==> src/rtl/half_fixed_bias_relu_packer.sv <==
// Bias-add + saturate + optional ReLU on a serial row stream, repacked MULTS-wide per output word.
// Latency: first output word one cycle after the last sample of a frame; a frame emits in HEIGHT/MULTS cycles.
// Backpressure: none; ping-pong banks absorb one frame while the previous one drains, downstream must accept.
//
// Ports:
//   clk, rst             clock, synchronous active-high reset
//   in_valid, in_data    serial upstream samples, one row per valid cycle
//   load_bias, bias_in   bias load window, MULTS bias words per cycle
//   out_valid, out_data  packed activations, out_data[0] holds the lower row index
//   frame_done           one-cycle pulse with the last word of each frame
module half_fixed_bias_relu_packer #(
  parameter int BITS   = 16,
  parameter int HEIGHT = 10,
  parameter int MULTS  = 2,
  parameter int RELU   = 1
) (
  input  logic            clk,
  input  logic            rst,
  input  logic            in_valid,
  input  logic [BITS-1:0] in_data,
  input  logic            load_bias,
  input  logic [BITS-1:0] bias_in [MULTS],
  output logic            out_valid,
  output logic [BITS-1:0] out_data [MULTS],
  output logic            frame_done
);

  localparam int WORDS = HEIGHT / MULTS;
  localparam int IW    = (HEIGHT > 1) ? $clog2(HEIGHT) : 1;
  localparam int WW    = (WORDS > 1) ? $clog2(WORDS) : 1;

  localparam logic [IW-1:0]   IDX_LAST = IW'(HEIGHT - 1);
  localparam logic [WW-1:0]   W_LAST   = WW'(WORDS - 1);
  localparam logic [BITS-1:0] SAT_MAX  = {1'b0, {(BITS-1){1'b1}}};
  localparam logic [BITS-1:0] SAT_MIN  = {1'b1, {(BITS-1){1'b0}}};

  typedef enum logic {
    S_IDLE,
    S_EMIT
  } state_t;

  // ---------------------------------------------------------------
  // Bias registers
  // ---------------------------------------------------------------
  logic [BITS-1:0] bias [HEIGHT];
  logic [WW-1:0]   load_cnt;

  always_ff @(posedge clk) begin
    if (rst) begin
      load_cnt <= '0;
      for (int i = 0; i < HEIGHT; i++) begin
        bias[i] <= '0;
      end
    end else if (load_bias) begin
      for (int k = 0; k < MULTS; k++) begin
        bias[IW'(int'(load_cnt) * MULTS + k)] <= bias_in[k];
      end
      load_cnt <= (load_cnt == W_LAST) ? '0 : load_cnt + 1'b1;
    end else begin
      load_cnt <= '0;
    end
  end

  // ---------------------------------------------------------------
  // Collect side: bias add, saturation, ReLU
  // ---------------------------------------------------------------
  logic [IW-1:0]   idx;
  logic            wbank;
  logic [1:0]      full;
  logic [1:0]      full_next;
  logic            collect;
  logic            collect_last;
  logic [BITS:0]   sum;
  logic [BITS-1:0] sat;
  logic [BITS-1:0] act;

  // Bias loading owns the cycle: samples arriving during a load window are dropped.
  assign collect      = in_valid && !load_bias;
  assign collect_last = collect && (idx == IDX_LAST);

  always_comb begin
    sum = {in_data[BITS-1], in_data} + {bias[idx][BITS-1], bias[idx]};
    // One guard bit is enough: overflow shows as the two top bits disagreeing,
    // and the guard bit gives the true sign of the unclamped sum.
    if (sum[BITS] != sum[BITS-1]) begin
      sat = sum[BITS] ? SAT_MIN : SAT_MAX;
    end else begin
      sat = sum[BITS-1:0];
    end
    act = sat;
    if ((RELU != 0) && sat[BITS-1]) begin
      act = '0;
    end
  end

  always_ff @(posedge clk) begin
    if (rst) begin
      idx   <= '0;
      wbank <= 1'b0;
      full  <= 2'b00;
    end else begin
      if (load_bias) begin
        idx <= '0;
      end else if (in_valid) begin
        idx <= collect_last ? '0 : idx + 1'b1;
        if (collect_last) begin
          wbank <= ~wbank;
        end
      end
      full <= full_next;
    end
  end

  // ---------------------------------------------------------------
  // Frame storage (data needs no reset: validity lives in the full flags)
  // ---------------------------------------------------------------
  logic [BITS-1:0] bank [2][HEIGHT];

  always_ff @(posedge clk) begin
    if (!rst && collect) begin
      bank[wbank][idx] <= act;
    end
  end

  // ---------------------------------------------------------------
  // Emit FSM
  // ---------------------------------------------------------------
  state_t        state;
  state_t        state_next;
  logic          rbank;
  logic          rbank_next;
  logic          rbank_oth;
  logic [WW-1:0] w;
  logic [WW-1:0] w_next;
  logic          emit_last;

  assign rbank_oth = ~rbank;

  always_ff @(posedge clk) begin
    if (rst) begin
      state <= S_IDLE;
      rbank <= 1'b0;
      w     <= '0;
    end else begin
      state <= state_next;
      rbank <= rbank_next;
      w     <= w_next;
    end
  end

  always_comb begin
    state_next = state;
    rbank_next = rbank;
    w_next     = w;
    emit_last  = 1'b0;
    out_valid  = 1'b0;
    frame_done = 1'b0;
    for (int k = 0; k < MULTS; k++) begin
      out_data[k] = '0;
    end

    case (state)
      S_IDLE: begin
        if (|full) begin
          // Banks fill and drain in the same alternating order, so rbank is
          // normally the oldest full bank; fall back to the other one if not.
          state_next = S_EMIT;
          rbank_next = full[rbank] ? rbank : rbank_oth;
          w_next     = '0;
        end
      end

      S_EMIT: begin
        out_valid = 1'b1;
        for (int k = 0; k < MULTS; k++) begin
          out_data[k] = bank[rbank][IW'(int'(w) * MULTS + k)];
        end
        if (w == W_LAST) begin
          frame_done = 1'b1;
          emit_last  = 1'b1;
          rbank_next = rbank_oth;
          w_next     = '0;
          // Back-to-back burst if the next frame is already waiting.
          state_next = full[rbank_oth] ? S_EMIT : S_IDLE;
        end else begin
          w_next = w + 1'b1;
        end
      end

      default: begin
        state_next = S_IDLE;
      end
    endcase
  end

  // Clear of the drained bank and set of the freshly filled bank target
  // different banks, so both land in the same cycle.
  always_comb begin
    full_next = full;
    if (emit_last) begin
      full_next[rbank] = 1'b0;
    end
    if (collect_last) begin
      full_next[wbank] = 1'b1;
    end
  end

endmodule

==> config.mk <==
export PLATFORM = sky130hd
export DESIGN_NAME = half_fixed_bias_relu_packer
export DESIGN_NICKNAME = d
export VERILOG_FILES = /design/src/rtl/half_fixed_bias_relu_packer.sv
export SDC_FILE = /design/constraint.sdc
export NUM_CORES = 1
export LEC_CHECK = 0
export CELL_PAD_IN_SITES_DETAIL_PLACEMENT = 0
export CELL_PAD_IN_SITES_GLOBAL_PLACEMENT = 1
export CORE_MARGIN = 8
export CORE_UTILIZATION = 51
export DETAILED_ROUTE_END_ITERATION = 10
export PLACE_DENSITY = 0.74
export REMOVE_ABC_BUFFERS = 1
export SYNTH_ARGS = -nofsm -noshare
export SYNTH_HDL_FRONTEND = slang
export SYNTH_SLANG_ARGS = --single-unit
export TNS_END_PERCENT = 5
==> constraint.sdc <==
create_clock -name clk -period 7.75 [get_ports clk]
set_input_delay 1.9375 -clock clk [delete_from_list [all_inputs] [get_ports clk]]
set_output_delay 1.9375 -clock clk [all_outputs]
set_load 0.02 [all_outputs]
; ---- Word level (Yosys, flattened, before mapping)
; Memories as Yosys holds them, arrays and structs flattened. A register that Yosys moved wholly into a read port is not among the register bits.
; Index checks and enable logic that the tools add are counted.
[word_totals]
register_bits = 15
mem_bits_rw = 460
input_bits = 52
n_memories = 2
output_inout_bits = 34
[classes]
order_cmp = 9
eq_ne = 7
bitwise_logic = 10
reduce_logical = 15
n_mux = 54
add_sub_neg = 6
[mem_list]
columns = name, depth, word_bits, read_ports, rd_clocked_by_memory_dff, write_ports, line_no
row1 = bank, 2, 150, 1, 1, 1, 117  ; logic [BITS-1:0] bank [2][HEIGHT];
row2 = bias, 10, 16, 1, 1, 10, 45  ; logic [BITS-1:0] bias [HEIGHT];
[ops]
columns = op, count
row1 = two-way mux 160 bit, 1
row2 = two-way mux 16 bit, 9
row3 = binary-select mux 16 bit (select 4 bit), 2
row4 = demux 16 bit (select 4 bit), 1
row5 = two-way mux 32 bit, 1
row6 = OR reduction 16 bit, 2
row7 = two-way mux 1 bit, 25
row8 = two-way mux 4 bit, 5
row9 = adder 16 x 16 -> 17 bit, 1
row10 = two-way mux 15 bit, 1
row11 = adder 4 x 1 -> 4 bit (second input constant), 3
row12 = greater-or-equal comparator 4 x 5 -> 1 bit (second input constant), 2
row13 = NOT 4 bit, 2
row14 = adder 3 x 1 -> 3 bit (second input constant), 2
row15 = == test 3 bit (second input constant), 2
row16 = logical AND 1 bit, 6
row17 = < comparator 1 x 2 -> 1 bit (second input constant), 3
row18 = two-way mux 3 bit, 2
row19 = case mux 3 bit (2 select lines), 1
row20 = AND reduction 3 bit, 2
row21 = greater-or-equal comparator 5 bit (second input constant), 1
row22 = < comparator 5 x 1 -> 1 bit (second input constant), 1
row23 = NOT 4 -> 5 bit, 1
row24 = == test 4 bit (second input constant), 1
row25 = 14 further kinds, 24

; ---- Longest topological paths before layout
[depth]
ltp_word = 9
depth_mapped = 13
ltp_nobuf = 10

; ---- Worst setup path before layout
; Ideal clock, no wire load.
[synth_path]
kind = in2reg
from = input in_valid
to = memory bank[0][15] (netlist name) (enable)
t_arrival_ns = 3.915
path_stages = 4
slack_ns = 3.425
required_time_ns = 7.341
path_cell_list = clkbuf_1 > nor3b_1 > nand2_1 > nor3b_1
[synth_between]
elab_chain_len = 4
[synth_lines]
columns = item, line_no
row1 = "start, declared", 19  ; input logic in_valid,
row2 = logical AND 1 bit, 78  ; assign collect = in_valid && !load_bias;
row3 = logical AND 1 bit, 120  ; if (!rst && collect) begin
row4 = two-way mux 1 bit, 120
row5 = two-way mux 160 bit (implied by the code), 121  ; bank[wbank][idx] <= act;
row6 = "end, declared", 117
; Every way passes these cells.

==> impl_metrics.env <==
export IMPL_status="complete, no violations"
export IMPL_critPathKind="flip-flop to primary output"
export IMPL_grt_first_pass_wirelength_mm=88.5
export IMPL_skew_ns=0.0205
export IMPL_synthCells=1479
export IMPL_cts_buffer_depth=3
export IMPL_start_kind="flip-flop"
export IMPL_die_area_um2=56000
export IMPL_drc=0
export IMPL_cts_post_setup_buffers_inserted=0
export IMPL_n_antenna_cell=0
export IMPL_yosysWarningCount=0
export IMPL_antenna_found_initial=0
export IMPL_io_pins=86
export IMPL_p_leak_nw=9.50
export IMPL_cp_arrival_ns=4.07
export IMPL_end_kind="primary output"
export IMPL_grt_max_degree=64
export IMPL_core_area_um2=48500
export IMPL_tns_ns=0
export IMPL_peakVddDrop_uv=163
export IMPL_seq_area_um2=17100
export IMPL_postCtsHoldBufs=0
export IMPL_slew_headroom=0.242
export IMPL_syn2layout_area_growth_pct=14.2
export IMPL_grt_ovfl_total=0
export IMPL_synth_cell_type_count=57
export IMPL_setup_ws_ns=1.74
export IMPL_async_flop_share=0
export IMPL_path_max_fanout=32
export IMPL_synth_area_um2=24900
export IMPL_min_period_over_period=0.775
export IMPL_final_nets=1658
export IMPL_ant_nets=0
export IMPL_cts_tree="built"
export IMPL_cts_num_sinks=576
export IMPL_drive_gt1_frac=0.188
export IMPL_period_needed_ns=6.01
export IMPL_pre_cts_slack_ns=2.07
export IMPL_postRouteWirelength_mm=58.5
export IMPL_cp_required_ns=5.81
export IMPL_worstSkewPairLatency_ns=0.60
export IMPL_cts_resized=0
export IMPL_hpwlAfterDp_mm=35.7
export IMPL_grt_setup_unrepaired="no"
export IMPL_setup_viol=0
export IMPL_drv_slew=0
export IMPL_power_density_nw_per_um2=244
export IMPL_wl_per_cell_um=26.0
export IMPL_grt_use_total=0.211
export IMPL_first_pass_iters=5
export IMPL_hold_viol_final=0
export IMPL_max_freq_ghz=0.166
export IMPL_synth_avg_cell_area_um2=16.8
export IMPL_synth_seq_cells=576
export IMPL_gp_congestion=0.748
export IMPL_start_util=0.512
export IMPL_port_buffer_count=83
export IMPL_worstMarginPinSlew_ns=1.13
export IMPL_clock_root_buffer="clkbuf_16"
export IMPL_synth_edf_count=556
export IMPL_multi_input_area_um2=7340
export IMPL_htree_levels=2
export IMPL_rows=81
export IMPL_first_iter_violations=950
export IMPL_num_vias=13163
export IMPL_ys_flop_type="edfxtp_1"
export IMPL_clk_pin_slew_ns=0.06
export IMPL_chipWidth_um=237
export IMPL_cts_buffers_inserted=58
export IMPL_fillers=3640
export IMPL_drv_cap=0
export IMPL_holdWs_ns=0.579
export IMPL_seq_area_frac_synth=0.688
export IMPL_grt_pass1_vias=13918
export IMPL_vias_per_cell=5.86
export IMPL_hold_class="flip-flop to flip-flop"
export IMPL_die_y_um=237
-- worst paths after layout --
path | start | endpoint | slack [ns] | cells past startpoint
setup reg to reg | flip-flop | bank[1][38]$_DFFE_PP_ | 2.56 | 10
setup / recovery | w[1]$_SDFFE_PP0P_ | out_data[16] | 1.74 | 7
hold reg to reg | full[1]$_SDFF_PP0_ | full[1]$_SDFF_PP0_ | 0.58 | 2
hold / removal | full[1]$_SDFF_PP0_ | full[1]$_SDFF_PP0_ | 0.58 | 2
-- metrics by stage --
| step | utilization | cells | area, µm² | power [W] |
|---|---|---|---|---|
| 6_report | 0.585 | 2247 | 28400 | 0.00693 |
| 5_1_grt | 0.585 | 2247 | 28400 | 0.00715 |
| 4_1_cts | 0.585 | 2247 | 28400 | 0.00698 |
| 3_5_place_dp | 0.546 | 2143 | 26500 | 0.00423 |
| 3_3_place_gp | 0.546 | 2143 | 26500 | 0.00421 |
| 2_1_floorplan | - | 1394 | 24500 | 0.00402 |
-- logic make-up after synthesis --
group	after synthesis	share of synthesized area
simple gates	380	0.0775
buf+inv	114	0.0198
flops	576	0.688
fa+ha+maj	25	0.0129
other cells	1	0.000151
compound gates	164	0.0437
mux	204	0.153
xor+xnor	15	0.00529
-- flip-flops by register name, indices dropped and copies added, names as in the netlist, named ones only --
signal    flops
w             3
bank        300
load_cnt      3
full          2
bias        256
idx           4
wbank         1
rbank         1
state         1
-- worst max-delay path, stage by stage (launching register included) --
cell	delay, ns
dfxtp_1	0.34
inv_2	0.05
buf_4	0.55
nand3_1	1.00
buf_4	0.54
o22a_1	0.27
nor2_1	0.10
clkdlybuf4s50_1	0.61
-- placed cells by master, fill, tap and decap left out, drive strengths merged, types with 29 or more instances in the layout --
cell type,synthesis,final
inv,28,29
nand2,107,107
clkdlybuf4s50,0,83
o21ai,77,77
edfxtp,556,556
mux2i,63,63
and2,145,145
buf,37,44
o22a,30,30
mux4,140,140
nor2,75,75
clkbuf,49,74
-- metal layers --
metal,GRT usage,vias up,share of wire
li1,-,5938,-
met3,0.0287,95,0.045
met4,0.0668,0,0.028
met1,0.265,6763,0.40
met5,0,-,0
met2,0.377,367,0.52
-- cell type report --
cell class	instances	area share
clock buffers	74	0.0555
clock inverters	30	0.0108
inverters	28	0.00370
multi-input cells	790	0.259
flip-flops and latches	576	0.603
well taps	622	0.0274
repair buffers	127	0.0413
-- cells in the mapped netlist (all sizes together) (6+ instances only) --
cell / number / area share
ha: 24 / 0.012
or2: 11 / 0.0028
edfxtp: 556 / 0.67
nor2: 75 / 0.011
and2: 145 / 0.037
a21oi: 17 / 0.0034
o21a: 16 / 0.0048
nor3: 11 / 0.0024
inv: 28 / 0.0042
nand2: 107 / 0.016
xor2: 6 / 0.0021
clkbuf: 49 / 0.0074
mux4: 140 / 0.13
buf: 37 / 0.0082
nand3: 7 / 0.0014
o22a: 30 / 0.011
xnor2: 9 / 0.0032
o21ai: 77 / 0.016
mux2i: 63 / 0.025
dfxtp: 20 / 0.016
-- power by group --
group,internal [W],total [W],switching [W]
Sequential,0.00363,0.00365,0.0000180
Clock,0.00163,0.00277,0.00114
Combinational,0.000160,0.000510,0.000350
Total,0.00542,0.00693,0.00151
(Power assumes the default switching activity.)
